`config.mk`:
```
export PLATFORM = sky130hd
export DESIGN_NAME = spi_slave_param_flat
export DESIGN_NICKNAME = d
export VERILOG_FILES = /design/src/rtl/spi_slave_param_if.sv /design/src/rtl/spi_slave_param.sv /design/src/flat_wrapper.sv
export SDC_FILE = /design/constraint.sdc
export NUM_CORES = 1
export LEC_CHECK = 0
export CORE_MARGIN = 2
export CORE_UTILIZATION = 51
export DETAILED_ROUTE_END_ITERATION = 8
export GPL_TIMING_DRIVEN = 0
export PLACE_DENSITY = 0.83
export REMOVE_ABC_BUFFERS = 1
export SYNTH_ARGS = -nofsm -noshare
export SYNTH_HDL_FRONTEND = slang
export SYNTH_SLANG_ARGS = --single-unit
```
`constraint.sdc`:
```
create_clock -name clk -period 2.1 [get_ports clk]
set_input_delay 0.63 -clock clk [delete_from_list [all_inputs] [get_ports clk]]
set_output_delay 0.63 -clock clk [all_outputs]
set_load 0.01 [all_outputs]
```
`src/rtl/spi_slave_param_if.sv`:
```
// spi_slave_param_if -- bus between an SPI master (or test bench) and spi_slave_param.
//   SS_n, MOSI          : serial select / data from the master
//   tx_valid, tx_data   : parallel read data offered to the slave
//   rx_valid, rx_data   : received frame ({cmd[1:0], payload}) and its strobe
//   MISO                : serial data back to the master
//   frame_err           : aborted frame or tx_data timeout strobe
interface spi_slave_param_if #(
    parameter int DATA_W = 8,
    parameter int ADDR_W = 8
);
    localparam int PW = (ADDR_W > DATA_W) ? ADDR_W : DATA_W;
    localparam int FW = PW + 2;

    logic              SS_n;
    logic              MOSI;
    logic              tx_valid;
    logic [DATA_W-1:0] tx_data;
    logic              rx_valid;
    logic [FW-1:0]     rx_data;
    logic              MISO;
    logic              frame_err;

    modport master (
        output SS_n, MOSI, tx_valid, tx_data,
        input  rx_valid, rx_data, MISO, frame_err
    );

    modport slave (
        input  SS_n, MOSI, tx_valid, tx_data,
        output rx_valid, rx_data, MISO, frame_err
    );
endinterface

```
`src/rtl/spi_slave_param.sv`:
```
// spi_slave_param -- SPI slave running on the system clock.
// A frame is FW = max(ADDR_W, DATA_W) + 2 bits: two command bits then the payload.
// Command MSB 0 is a write; MSB 1 is a read, taken as the read address the first
// time and as the read-data request once an address has been seen. A read-data
// request waits up to TX_TIMEOUT cycles for tx_valid and then shifts tx_data out
// on MISO.
// Ports:
//   clk  : single clock, everything happens on its rising edge
//   rst  : asynchronous, active-high reset
//   bus  : spi_slave_param_if slave modport (SS_n, MOSI, tx_*, rx_*, MISO, frame_err)
module spi_slave_param #(
    parameter int DATA_W     = 8,
    parameter int ADDR_W     = 8,
    parameter int LSB_FIRST  = 0,
    parameter int TX_TIMEOUT = 15
) (
    input  logic              clk,
    input  logic              rst,
    spi_slave_param_if.slave  bus
);
    localparam int PW = (ADDR_W > DATA_W) ? ADDR_W : DATA_W;
    localparam int FW = PW + 2;
    localparam int CW = $clog2(FW + 1);

    typedef enum logic [2:0] {
        IDLE, CHK_CMD, WRITE, READ_ADD, READ_DATA, WAIT_TX, SEND, DONE
    } state_t;

    state_t            state;
    logic [CW-1:0]     cnt;           // frame bit index, then SEND bit index
    logic [7:0]        tcnt;          // cycles spent in WAIT_TX
    logic [FW-1:0]     fr;            // frame being assembled
    logic [FW-1:0]     fr_nxt;
    logic [DATA_W-1:0] sr;            // remaining bits to send
    logic              rd_addr_seen;
    logic              rx_valid_r;
    logic [FW-1:0]     rx_data_r;
    logic              miso_r;
    logic              frame_err_r;
    int                pos;

    assign bus.rx_valid  = rx_valid_r;
    assign bus.rx_data   = rx_data_r;
    assign bus.MISO      = miso_r;
    assign bus.frame_err = frame_err_r;

    // Destination of the bit currently on MOSI. The command field always lands
    // in the top two bits; only the payload order depends on LSB_FIRST.
    // fr is cleared at frame start, so OR-ing the bit in is enough.
    always_comb begin
        if (LSB_FIRST == 0 || int'(cnt) < 2)
            pos = FW - 1 - int'(cnt);
        else
            pos = int'(cnt) - 2;
        fr_nxt = fr | (FW'(bus.MOSI) << pos);
    end

    always_ff @(posedge clk or posedge rst) begin
        if (rst) begin
            state        <= IDLE;
            cnt          <= '0;
            tcnt         <= '0;
            fr           <= '0;
            sr           <= '0;
            rd_addr_seen <= 1'b0;
            rx_valid_r   <= 1'b0;
            rx_data_r    <= '0;
            miso_r       <= 1'b0;
            frame_err_r  <= 1'b0;
        end else begin
            rx_valid_r  <= 1'b0;
            frame_err_r <= 1'b0;
            miso_r      <= 1'b0;   // only SEND drives a non-zero MISO

            // Deselect wins over everything else, including a same-cycle
            // tx_valid. Leaving DONE this way is the normal exit, not an error.
            if (state != IDLE && bus.SS_n) begin
                state <= IDLE;
                cnt   <= '0;
                tcnt  <= '0;
                if (state != DONE) frame_err_r <= 1'b1;
            end else begin
                case (state)
                    IDLE: begin
                        cnt <= '0;
                        if (!bus.SS_n) state <= CHK_CMD;
                    end

                    CHK_CMD: begin
                        fr  <= {bus.MOSI, {(FW-1){1'b0}}};
                        cnt <= CW'(1);
                        if (!bus.MOSI)         state <= WRITE;
                        else if (!rd_addr_seen) state <= READ_ADD;
                        else                    state <= READ_DATA;
                    end

                    WRITE, READ_ADD, READ_DATA: begin
                        fr <= fr_nxt;
                        if (cnt == CW'(FW - 1)) begin
                            rx_data_r  <= fr_nxt;
                            rx_valid_r <= 1'b1;
                            cnt        <= CW'(FW);
                            tcnt       <= '0;
                            if (state == READ_DATA) begin
                                state <= WAIT_TX;
                            end else begin
                                if (state == READ_ADD) rd_addr_seen <= 1'b1;
                                state <= DONE;
                            end
                        end else if (cnt < CW'(FW)) begin
                            cnt <= cnt + 1'b1;
                        end
                    end

                    WAIT_TX: begin
                        if (bus.tx_valid) begin
                            // First bit goes out the cycle after capture.
                            if (LSB_FIRST != 0) begin
                                miso_r <= bus.tx_data[0];
                                sr     <= bus.tx_data >> 1;
                            end else begin
                                miso_r <= bus.tx_data[DATA_W-1];
                                sr     <= bus.tx_data << 1;
                            end
                            cnt   <= CW'(1);
                            state <= SEND;
                        end else if (tcnt == 8'(TX_TIMEOUT - 1)) begin
                            frame_err_r <= 1'b1;
                            state       <= DONE;
                        end else begin
                            tcnt <= tcnt + 1'b1;
                        end
                    end

                    SEND: begin
                        if (cnt == CW'(DATA_W)) begin
                            rd_addr_seen <= 1'b0;
                            state        <= DONE;
                        end else begin
                            if (LSB_FIRST != 0) begin
                                miso_r <= sr[0];
                                sr     <= sr >> 1;
                            end else begin
                                miso_r <= sr[DATA_W-1];
                                sr     <= sr << 1;
                            end
                            cnt <= cnt + 1'b1;
                        end
                    end

                    DONE: ;   // held until SS_n rises

                    default: state <= IDLE;
                endcase
            end
        end
    end
endmodule

```
`src/flat_wrapper.sv`:
```
// flat-port wrapper written by rule: the top's interface ports become plain ports
module spi_slave_param_flat 
#(
    parameter int DATA_W     = 8,
    parameter int ADDR_W     = 8,
    parameter int LSB_FIRST  = 0,
    parameter int TX_TIMEOUT = 15
)
  (clk, rst, bus_SS_n, bus_MOSI, bus_tx_valid, bus_tx_data, bus_rx_valid, bus_rx_data, bus_MISO, bus_frame_err);
  spi_slave_param_if #(.DATA_W(DATA_W), .ADDR_W(ADDR_W)) bus_i ();
  input  logic clk;
  input  logic rst;
  input wire logic [$bits(bus_i.SS_n)-1:0] bus_SS_n;
  input wire logic [$bits(bus_i.MOSI)-1:0] bus_MOSI;
  input wire logic [$bits(bus_i.tx_valid)-1:0] bus_tx_valid;
  input wire logic [$bits(bus_i.tx_data)-1:0] bus_tx_data;
  output wire logic [$bits(bus_i.rx_valid)-1:0] bus_rx_valid;
  output wire logic [$bits(bus_i.rx_data)-1:0] bus_rx_data;
  output wire logic [$bits(bus_i.MISO)-1:0] bus_MISO;
  output wire logic [$bits(bus_i.frame_err)-1:0] bus_frame_err;
  assign bus_i.SS_n = bus_SS_n;
  assign bus_i.MOSI = bus_MOSI;
  assign bus_i.tx_valid = bus_tx_valid;
  assign bus_i.tx_data = bus_tx_data;
  assign bus_rx_valid = bus_i.rx_valid;
  assign bus_rx_data = bus_i.rx_data;
  assign bus_MISO = bus_i.MISO;
  assign bus_frame_err = bus_i.frame_err;
  spi_slave_param #(.DATA_W(DATA_W), .ADDR_W(ADDR_W), .LSB_FIRST(LSB_FIRST), .TX_TIMEOUT(TX_TIMEOUT)) u_core (.clk(clk), .rst(rst), .bus(bus_i));
endmodule
```
==> flow_metrics.tcl <==
set metrics [dict create \
    outcome "finished clean" \
    clockBufferDepth 2 \
    clock-sinks 46 \
    area_delta_synth_final_pct 17.33 \
    grt_pass1_vias 1984 \
    power_density_mw_per_mm2 911.5 \
    period_needed_ns 2.000 \
    path_delay_family "compound AO/OA/AOI/OAI gates" \
    ys_types 58 \
    ys_top_cells_by_count "dfrtp_1, a21oi_1, nor2_1" \
    clkLatencyLatePin_ns 0.30 \
    clk_pin_slew_ns 0.09 \
    cp.required_ns 2.30 \
    avgRoutedWirePerCell_um 15.07 \
    yosysTopAreaCellShare_pct 43.68 \
    hold_violations 0 \
    end_kind "flop" \
    syn-mean-instance-area_um2 9.213 \
    placementRows 26 \
    achievable-frequency_mhz 499.9 \
    numCtsBuffers 5 \
    dp_cells 366 \
    critPathMaxStageDelay_ns 0.39 \
    leakagePower_uw 0.001319 \
    p_total_uw 2818 \
    die_x_um 75.88 \
    synth_ff_type "dfrtp_1" \
    slew_viol_final 0 \
    syn_inst 286 \
    cp-start-kind "flop" \
    setup_viol 0 \
    cts_tree "built" \
    worst-slew-pin-transition_ns 0.4745 \
    route.met3.wl_um 347 \
    regToRegSetupSlack_ns 0.1 \
    antenna_found_initial 0 \
    path_class "flop to flop" \
    yosysWarnings 0 \
    grt_util_all_layers_pct 21.26 \
    grt_first_pass_wirelength_mm 9.377 \
    first_pass_iters 4 \
    setup_ws_ns 0.09958 \
    slew_headroom_pct 68.12 \
    top_layer "met4" \
    yosys.area.top_type "dfrtp_1" \
    overflow 0 \
    synth_edf_count 0 \
    fp.coreArea_mm2 0.005042 \
    final_util_pct 61.32 \
    dp_slack_ns -1.159 \
    met2_length_mm 2.672 \
    ioPinCount 26 \
    synthTopCellsByArea "dfrtp_1, a21oi_1, o21ai_0" \
    cts-hold-fix-buffers 0 \
    ys_ff_latch 46 \
    routed_via_density 5.940 \
    hpwl_mm 3.779 \
    fin_crit_sh_pct 95.26 \
    skew_ns 0.004936 \
    hp-class "flop to flop" \
    drtIter0Drc 308 \
    crit_buf_inv 1 \
    vdd_drop_max_v 0.0005995 \
    yosysSeqAreaShare_pct 43.68 \
    arrival_ns 2.20 \
    drc 0 \
    die_area_mm2 0.005758 \
    drt-total-wl_mm 5.742 \
    place.gp.congestion 0.8576 \
    setup_tns_ns 0 \
    h-tree-depth 2 \
    maxCapViolCount 0 \
    nets 330 \
    die_h_um 75.88 \
    num_vias 2263 \
    rsz0062_at_grt "no" \
    slowest_stage "dfrtp_1" \
    cp_max_fo 6 \
    fin_cells 381 \
    async_flop_share_pct 100.0 \
    portBuffers 25 \
    grt_max_degree 28 \
    met1_length_mm 2.661 \
    layout-drive-gt1-share_pct 14.47 \
    cts_root_buf "clkbuf_8" \
    start_util_pct 52.26 \
    yosysMostFrequentCell "dfrtp_1" \
    antenna_cells 0 \
    syn_area_mm2 0.002635 \
    ant_nets 0 \
    crit_path_cell_trace "inv_2 > ha_1 > ha_2 > and2_4 > a221o_1 > a21oi_4 > nor3b_1 > o22a_1" \
]
## worst paths after layout
| kind | start | endpoint | cells past startpoint |
|---|---|---|---|
| max | u_core.cnt[1]$_DFFE_PP0P_ | u_core.tcnt[3]$_DFFE_PP0P_ | 8 |
| min | u_core.sr[1]$_DFFE_PP0P_ | u_core.sr[1]$_DFFE_PP0P_ | 2 |
| max reg2reg | u_core.cnt[1]$_DFFE_PP0P_ | u_core.tcnt[3]$_DFFE_PP0P_ | 8 |
| min reg2reg | u_core.sr[1]$_DFFE_PP0P_ | u_core.sr[1]$_DFFE_PP0P_ | 2 |
| max in group asynchronous | rst | u_core.cnt[2]$_DFFE_PP0P_ | 3 |
| min in group asynchronous | rst | u_core.sr[1]$_DFFE_PP0P_ | 2 |
## stage by stage
step	hold slack (ns)	cell area (um2)
2_1_floorplan	0.4492	2532
3_3_place_gp	0.4649	2870
3_5_place_dp	0.4693	2890
4_1_cts	0.4902	3034
5_1_grt	0.5333	3092
6_report	0.4865	3092
## tightest hold or removal path: cells and delay by family, from the launching register on
kind / cells / cell delay, ns
AND/OR/NAND/NOR: 1 / 0.05
flip-flops: 1 / 0.35
AO/OA/AOI/OAI: 1 / 0.06
## per-layer routing
metal	GRT usage (%)	up-vias
li1	-	1078
met1	31.47	1093
met2	31.42	86
met3	3.571	6
met4	7.602	0
met5	0	-
## registers in the layout (all words and copies together), names as in the netlist
name and flops:
u_core.bus.rx_data 10, u_core.fr 10, u_core.tcnt 8, u_core.sr 7, u_core.cnt 4, u_core.state 3
u_core.bus.MISO 1, u_core.bus.frame_err 1, u_core.bus.rx_valid 1, u_core.rd_addr_seen 1
## final cells by class
| class | count | area (um2) |
|---|---|---|
| inverters | 12 | 45.04 |
| fillers | 400 | 1951 |
| multi-input cells | 213 | 1375 |
| well taps | 70 | 87.58 |
| clock inverters | 3 | 43.79 |
| clock buffers | 5 | 68.82 |
| repair buffers | 32 | 310.3 |
| flip-flops and latches | 46 | 1161 |
## cell usage in the layout (no fill, tap or decap), types with 2 or more instances in the layout
cell type and n:
dfrtp_1 42, a21oi_1 31, nor2_1 28, clkdlybuf4s50_1 24, o21ai_0 23, nand2_1 23
inv_1 9, nor2b_1 8, nand3_1 7, a31oi_1 7, mux2i_1 7, ha_1 6
buf_4 6, nand2b_1 5, clkbuf_8 5, nand4_1 4, inv_2 3, o21ai_1 3
nor3_1 3, o31ai_1 3, and2b_1 2, nor3b_2 2, and2_4 2, o21a_1 2
mux2_2 2, nand3b_1 2, nor4_1 2, or3_1 2, and3_1 2, o22ai_1 2
and2_1 2, dfrtp_2 2, dfrtp_4 2
## kinds of logic after synthesis
kind of cell,synth area share [%]
buf+inv,5.603
mux,3.514
fa+ha+maj,3.324
flops,43.68
compound gates,22.75
simple gates,21.13
## where the power goes
part / switching (uW) / internal [uW]
registers: 228 / 1020
logic: 521 / 393
clock network: 301 / 357
## timing repair
action                     4_1_cts  5_1_grt
resized for setup               10       11
setup endpoints to repair       34       25
gates cloned                     1        0
setup buffers                    1        5
hold endpoints to repair         0        0
pin swaps                        0        2
(Power assumes the default switching activity.)
